[config.mk]
export PLATFORM = sky130hd
export DESIGN_NAME = seg7_scan_ctrl
export DESIGN_NICKNAME = d
export VERILOG_FILES = /design/src/rtl/seg7_scan_ctrl.sv
export SDC_FILE = /design/constraint.sdc
export NUM_CORES = 1
export LEC_CHECK = 0
export BUFFER_PORTS_ARGS = -buffer_cell sky130_fd_sc_hd__buf_2
export CORE_MARGIN = 10
export CORE_UTILIZATION = 57
export CTS_CLUSTER_DIAMETER = 80
export DETAILED_ROUTE_END_ITERATION = 10
export PLACE_DENSITY = 0.79
export REMOVE_ABC_BUFFERS = 1
export SETUP_SLACK_MARGIN = 0.1
export SLEW_MARGIN = 10
export SYNTH_ARGS = -nofsm -noshare
export SYNTH_HDL_FRONTEND = slang
export SYNTH_SLANG_ARGS = --single-unit
export TNS_END_PERCENT = 5
[constraint.sdc]
create_clock -name clk -period 3.8 [get_ports clk]
set_input_delay 0.57 -clock clk [delete_from_list [all_inputs] [get_ports clk]]
set_output_delay 0.57 -clock clk [all_outputs]
set_load 0.05 [all_outputs]
[src/rtl/seg7_scan_ctrl.sv]
// Multiplexed 7-segment scan controller: one shared hex decoder, NUM_DIGITS
// common-anode digits, blanking gap, frame-synchronous updates, zero blanking.
//
// Ports:
//   clk, rst          rising-edge clock, synchronous active-high reset
//   enable            1 = scan, 0 = display dark
//   load              strobe: capture value/dp_mask into shadow registers
//   value, dp_mask    display nibbles (nibble k = digit k) and DP enables
//   hex_out, seg_in   nibble to / active-low segments from the shared decoder
//   seg_out, an_out   active-low segment and anode pins (seg_out[7] = DP)
//   frame_sync        pulse on the first blank cycle of digit 0
module seg7_scan_ctrl #(
  parameter int NUM_DIGITS     = 4,
  parameter int CLKS_PER_DIGIT = 25000,
  parameter int BLANK_CLKS     = 16,
  parameter int LZ_BLANK       = 1
) (
  input  logic                    clk,
  input  logic                    rst,
  input  logic                    enable,
  input  logic                    load,
  input  logic [4*NUM_DIGITS-1:0] value,
  input  logic [NUM_DIGITS-1:0]   dp_mask,
  output logic [3:0]              hex_out,
  input  logic [7:0]              seg_in,
  output logic [7:0]              seg_out,
  output logic [NUM_DIGITS-1:0]   an_out,
  output logic                    frame_sync
);

  localparam int CMAX =
    (CLKS_PER_DIGIT > BLANK_CLKS) ? CLKS_PER_DIGIT : BLANK_CLKS;
  localparam int CW = $clog2(CMAX);
  localparam int DW = $clog2(NUM_DIGITS);
  localparam int VW = 4 * NUM_DIGITS;

  typedef enum logic [1:0] {
    IDLE,
    BLANK,
    DRIVE
  } state_t;

  state_t            st;
  logic [DW-1:0]     dig;
  logic [CW-1:0]     cnt;
  logic [VW-1:0]     shd_val;
  logic [NUM_DIGITS-1:0] shd_dp;
  logic [VW-1:0]     act_val;
  logic [NUM_DIGITS-1:0] act_dp;
  logic              pend;

  state_t            st_nx;
  logic [DW-1:0]     dig_nx;
  logic [CW-1:0]     cnt_nx;
  logic [VW-1:0]     val_nx;
  logic [NUM_DIGITS-1:0] dp_nx;
  logic [NUM_DIGITS-1:0] lz;
  logic [NUM_DIGITS-1:0] an_nx;
  logic [3:0]        nib_nx;
  logic              drive_nx;
  logic              bound_nx;

  // DP comes from the mask, never from the decoder
  logic seg_in_unused;
  assign seg_in_unused = seg_in[7];

  always_comb begin
    st_nx  = st;
    dig_nx = dig;
    cnt_nx = cnt + CW'(1);
    case (st)
      IDLE: begin
        cnt_nx = '0;
        dig_nx = '0;
        if (enable) st_nx = BLANK;
      end
      BLANK: begin
        if (cnt == CW'(BLANK_CLKS - 1)) begin
          st_nx  = DRIVE;
          cnt_nx = '0;
        end
      end
      DRIVE: begin
        if (cnt == CW'(CLKS_PER_DIGIT - 1)) begin
          st_nx  = BLANK;
          cnt_nx = '0;
          if (dig == DW'(NUM_DIGITS - 1))
            dig_nx = '0;
          else
            dig_nx = dig + DW'(1);
        end
      end
      default: begin
        st_nx  = IDLE;
        cnt_nx = '0;
        dig_nx = '0;
      end
    endcase
    if (!enable) begin
      st_nx  = IDLE;
      cnt_nx = '0;
      dig_nx = '0;
    end
  end

  assign bound_nx = (st_nx == BLANK) && (dig_nx == '0)
                 && (cnt_nx == '0);

  // Active value only moves at the end of the frame_sync cycle
  always_comb begin
    val_nx = act_val;
    dp_nx  = act_dp;
    if (frame_sync) begin
      if (load) begin
        val_nx = value;
        dp_nx  = dp_mask;
      end else if (pend) begin
        val_nx = shd_val;
        dp_nx  = shd_dp;
      end
    end
  end

  // Digit k is dark when it and every higher nibble are zero and no DP
  always_comb begin
    lz = '0;
    for (int k = 1; k < NUM_DIGITS; k++) begin
      lz[k] = (LZ_BLANK != 0)
           && ((val_nx >> (4 * k)) == '0)
           && !dp_nx[k];
    end
  end

  assign nib_nx   = val_nx[{dig_nx, 2'b00} +: 4];
  assign drive_nx = (st_nx == DRIVE) && !lz[dig_nx];
  assign an_nx    = ~(NUM_DIGITS'(1) << dig_nx);

  always_ff @(posedge clk) begin
    if (rst) begin
      st         <= IDLE;
      dig        <= '0;
      cnt        <= '0;
      shd_val    <= '0;
      shd_dp     <= '0;
      act_val    <= '0;
      act_dp     <= '0;
      pend       <= 1'b0;
      hex_out    <= 4'h0;
      seg_out    <= 8'hFF;
      an_out     <= '1;
      frame_sync <= 1'b0;
    end else begin
      st         <= st_nx;
      dig        <= dig_nx;
      cnt        <= cnt_nx;
      act_val    <= val_nx;
      act_dp     <= dp_nx;
      frame_sync <= bound_nx;
      if (load) begin
        shd_val <= value;
        shd_dp  <= dp_mask;
      end
      if (frame_sync)
        pend <= 1'b0;
      else if (load)
        pend <= 1'b1;
      hex_out <= (st_nx == IDLE) ? 4'h0 : nib_nx;
      an_out  <= drive_nx ? an_nx : '1;
      // seg_in decodes the nibble already on hex_out for this digit
      seg_out <= drive_nx ? {~dp_nx[dig_nx], seg_in[6:0]}
                          : 8'hFF;
    end
  end

endmodule

==> out/results.ini <==
[cells_and_area]
seq_area_sq_um = 1540
area_growth_syn_to_layout_pct = 13.0
drive_above_1_share_pct = 21.5
n_fill_cell = 499
final_cell_count_without_fillers = 526
n_antenna_cell = 0
nets = 484
multi_input_area_sq_um = 1920
finalInstanceArea_sq_um = 4060
postLayoutCoreUtil_pct = 67.4

[cts]
h-tree-depth = 3
worst_setup_hold_path_clk_slew_ns = 0.08
ctsRootBufferMaster = sky130_fd_sc_hd__clkbuf_8
cts_inserted_buffers = 9
cts_tree = yes
clockBufferDepth = 2
hold_buffers = 0
post-cts-setup-buffers = 0
insertion_delay_ns = 0.35
cts_num_sinks = 77
post_cts.resized_instances = 0

[timing]
final_max_slew_viol_count = 0
finalSetupViolations = 0
max_clock_freq_ghz = 0.298
finalClockSkew_ns = 0.00599
rsz0062_at_grt = no
timing.max_slew.rel_slack_pct = 44.1
setup-tns-final_ns = 0
fin_crit_ns = 3.36
hold_viol = 0
tightest_slew_ns = 0.838
final_clock_period_utilization_by_the_worst_path_pct = 88.3

[route]
detail_route.vias_per_cell = 6.02
drt_first_pass_iters = 5
route.final.wire_length_um = 8520
vias = 3165
met2WireLength_um = 3960
highest_layer = met4
postRouteAntennaNets = 0
drt_iter0_markers = 235
drc_viols = 0
wl_met3_um = 612
wire_per_inst_um = 16.2
routedLengthMet1_um = 3810

[die]
starting_density_of_the_core_pct = 59.7
placeableCoreArea_sq_um = 6030
design.die.area_sq_um = 9880
io_pins = 49
fp.dieH_um = 99.4
rows = 28
dieWidth_um = 99.4

[worst_setup_path]
critPathMostFrequentCell = sky130_fd_sc_hd__or4_4
cp_data_arrival_time_ns = 3.59
worstPathBufferInverterCount = 0
critPathMaxFanout = 11
required_ns = 4.03
critPathTopFamily = simple AND/OR/NAND/NOR gates
worstSetupPathType = flop to flop
slowest_stage = sky130_fd_sc_hd__or4_4
max_stage_delay_ns = 0.59
endpoint_kind = flop
critPathLaunchType = flop
worstPathCellList = or4_4, or4_4, or4b_4, and2_4, a31oi_1, o2111ai_2, or3_2

[synthesis]
yosys.area_share.xor_xnor_pct = 3.65
synth.yosys.warnings = 0
synth_edf_count = 0
postSynth.asyncResetShare_pct = 0
synthDistinctLibCells = 58
mappedNetlistArea_sq_um = 3590
yosysTopAreaCellShare_pct = 42.9
mux_cell_area_share_after_synthesis_pct = 6.13
synth_sequential_area_ratio_pct = 42.9
synthSimpleGateAreaFrac_pct = 24.4
synth-compound-area-share_pct = 17.1
top_flip_flop_cell_by_instance_count_after_synthesis = sky130_fd_sc_hd__dfxtp_1
yosys.cell_count.top_type = sky130_fd_sc_hd__dfxtp_1
synth_area_per_cell_sq_um = 8.85
yosys.area.top_type = sky130_fd_sc_hd__dfxtp_1
synth.top_cells.by_area = sky130_fd_sc_hd__dfxtp_1 (43%), sky130_fd_sc_hd__mux2i_1 (6.1%), sky130_fd_sc_hd__nor2_1 (6.0%)
synth-adder-area-share_pct = 2.09
postSynthRegisterBits = 77
dominant_combinational_cell_family_by_area_after_synthesis = simple AND/OR/NAND/NOR gates
synthesis.instances = 406
yosys-top-cells-count = sky130_fd_sc_hd__dfxtp_1 (77), sky130_fd_sc_hd__nor2_1 (57), sky130_fd_sc_hd__mux2i_1 (22), sky130_fd_sc_hd__o22ai_1 (22), sky130_fd_sc_hd__clkbuf_1 (20)

[pwr]
worst_ir_drop_vdd_mv = 0.387
power_per_cell_area_nw_per_um2 = 402
finalPower_mw = 1.63
p_leak_nw = 1.55

[placed_design]
placed_instance_count = 510
dp_area_sq_um = 3870
io_buffer_count = 47
gpl.final_weighted_congestion = 0.859
dp_hpwl_um = 6030

[global_routing]
grt_first_pass_wirelength_um = 14500
grt_antenna_before_repair = 0
maximum_number_of_pins_on_one_net_before_global_route_repair = 48
first_global_vias = 3079
gr-total-overflow = 0
grt.total_usage_pct = 17.5

[job]
maxCapViolations = 0

[outcome]
outcome = finished, final reports clean

[min_path]
hold_path_class = input pin to flop

[where the power goes]
part / switching [mW] / internal (mW) / leakage, nW
registers: 0.0131 / 0.833 / 0.628
clock network: 0.300 / 0.302 / 0.0923
logic: 0.109 / 0.0743 / 0.827
total: 0.421 / 1.21 / 1.55
[path summary, 6_finish.rpt]
path / start / depth (start not counted) / end / slack (ns)
max reg2reg: cnt[6] / 7 / an_out[3] / 0.44
min reg2reg: cnt[0] / 1 / cnt[0] / 0.48
max: cnt[6] / 7 / an_out[3] / 0.44
min: seg_in[1] / 2 / seg_out[1] / 0.40
[through the flow]
| step | worst slack, ns | hold slack (ns) |
|---|---|---|
| after global placement | 0.500 | 0.456 |
| after global routing | 0.368 | 0.400 |
| after detailed placement | 0.474 | 0.468 |
| after CTS | 0.457 | 0.389 |
| after floorplan | 0.710 | 0.441 |
| final | 0.443 | 0.404 |
[layout by cell type, fill, tap and decap left out, types with 2 or more instances in the layout]
master / count
sky130_fd_sc_hd__dfxtp_1: 77
sky130_fd_sc_hd__nor2_1: 57
sky130_fd_sc_hd__buf_2: 47
sky130_fd_sc_hd__o22ai_1: 22
sky130_fd_sc_hd__mux2i_1: 22
sky130_fd_sc_hd__nand2_1: 15
sky130_fd_sc_hd__or2_2: 15
sky130_fd_sc_hd__nand3_1: 15
sky130_fd_sc_hd__a21oi_1: 15
sky130_fd_sc_hd__nor2b_1: 11
sky130_fd_sc_hd__nor3_1: 11
sky130_fd_sc_hd__inv_1: 9
sky130_fd_sc_hd__o21ai_0: 9
sky130_fd_sc_hd__clkbuf_8: 9
sky130_fd_sc_hd__or3_1: 8
sky130_fd_sc_hd__xnor2_1: 8
sky130_fd_sc_hd__nand3b_1: 7
sky130_fd_sc_hd__xor2_1: 7
sky130_fd_sc_hd__o221ai_1: 6
sky130_fd_sc_hd__ha_1: 6
sky130_fd_sc_hd__buf_4: 6
sky130_fd_sc_hd__nand4_1: 5
sky130_fd_sc_hd__o2bb2ai_1: 4
sky130_fd_sc_hd__a31oi_1: 4
sky130_fd_sc_hd__nor4_1: 3
sky130_fd_sc_hd__o221a_2: 3
sky130_fd_sc_hd__and4_1: 3
sky130_fd_sc_hd__or4_4: 2
sky130_fd_sc_hd__o41ai_1: 2
sky130_fd_sc_hd__a31o_2: 2
sky130_fd_sc_hd__and2_1: 2
sky130_fd_sc_hd__a221oi_1: 2
sky130_fd_sc_hd__a22oi_1: 2
sky130_fd_sc_hd__a21boi_0: 2
sky130_fd_sc_hd__o31ai_1: 2
sky130_fd_sc_hd__and3_1: 2
sky130_fd_sc_hd__a32oi_1: 2
sky130_fd_sc_hd__clkinvlp_4: 2
sky130_fd_sc_hd__clkinv_2: 2
[cells by family after synthesis]
group                    after synthesis
AND/OR/NAND/NOR                      166
AO/OA/AOI/OAI                         87
flip-flops                            77
buffers and inverters                 33
multiplexers                          22
XOR/XNOR                              15
adder cells (fa/ha/maj)                6
[cell type report]
class / count / area share [%]
Tap cell: 75 / 2.31
Clock inverter: 6 / 1.57
Clock buffer: 10 / 3.14
Multi-Input combinational cell: 296 / 47.3
Inverter: 9 / 0.832
Timing Repair Buffer: 53 / 6.90
Sequential cell: 77 / 38.0
[worst register-to-register path: cells and delay by family, from the launching register on]
kind / cells / cell delay, ns
DFF: 1 / 0.38
AOI/OAI and AO/OA: 2 / 0.45
and+or+nand+nor: 5 / 2.42
[flip-flops by register name, indices dropped and copies added (netlist names)]
| signal | count |
|---|---|
| an_out | 4 |
| st | 2 |
| pend | 1 |
| frame_sync | 1 |
| dig | 2 |
| seg_out | 8 |
| act_val | 16 |
| hex_out | 4 |
| act_dp | 4 |
| shd_val | 16 |
| cnt | 15 |
| shd_dp | 4 |
[layer usage]
metal / up-vias / global-route usage (%)
met5: - / 0
met2: 94 / 27.4
met4: 0 / 6.73
li1: 1554 / -
met1: 1504 / 21.6
met3: 13 / 5.74
(Power assumes the default switching activity.)
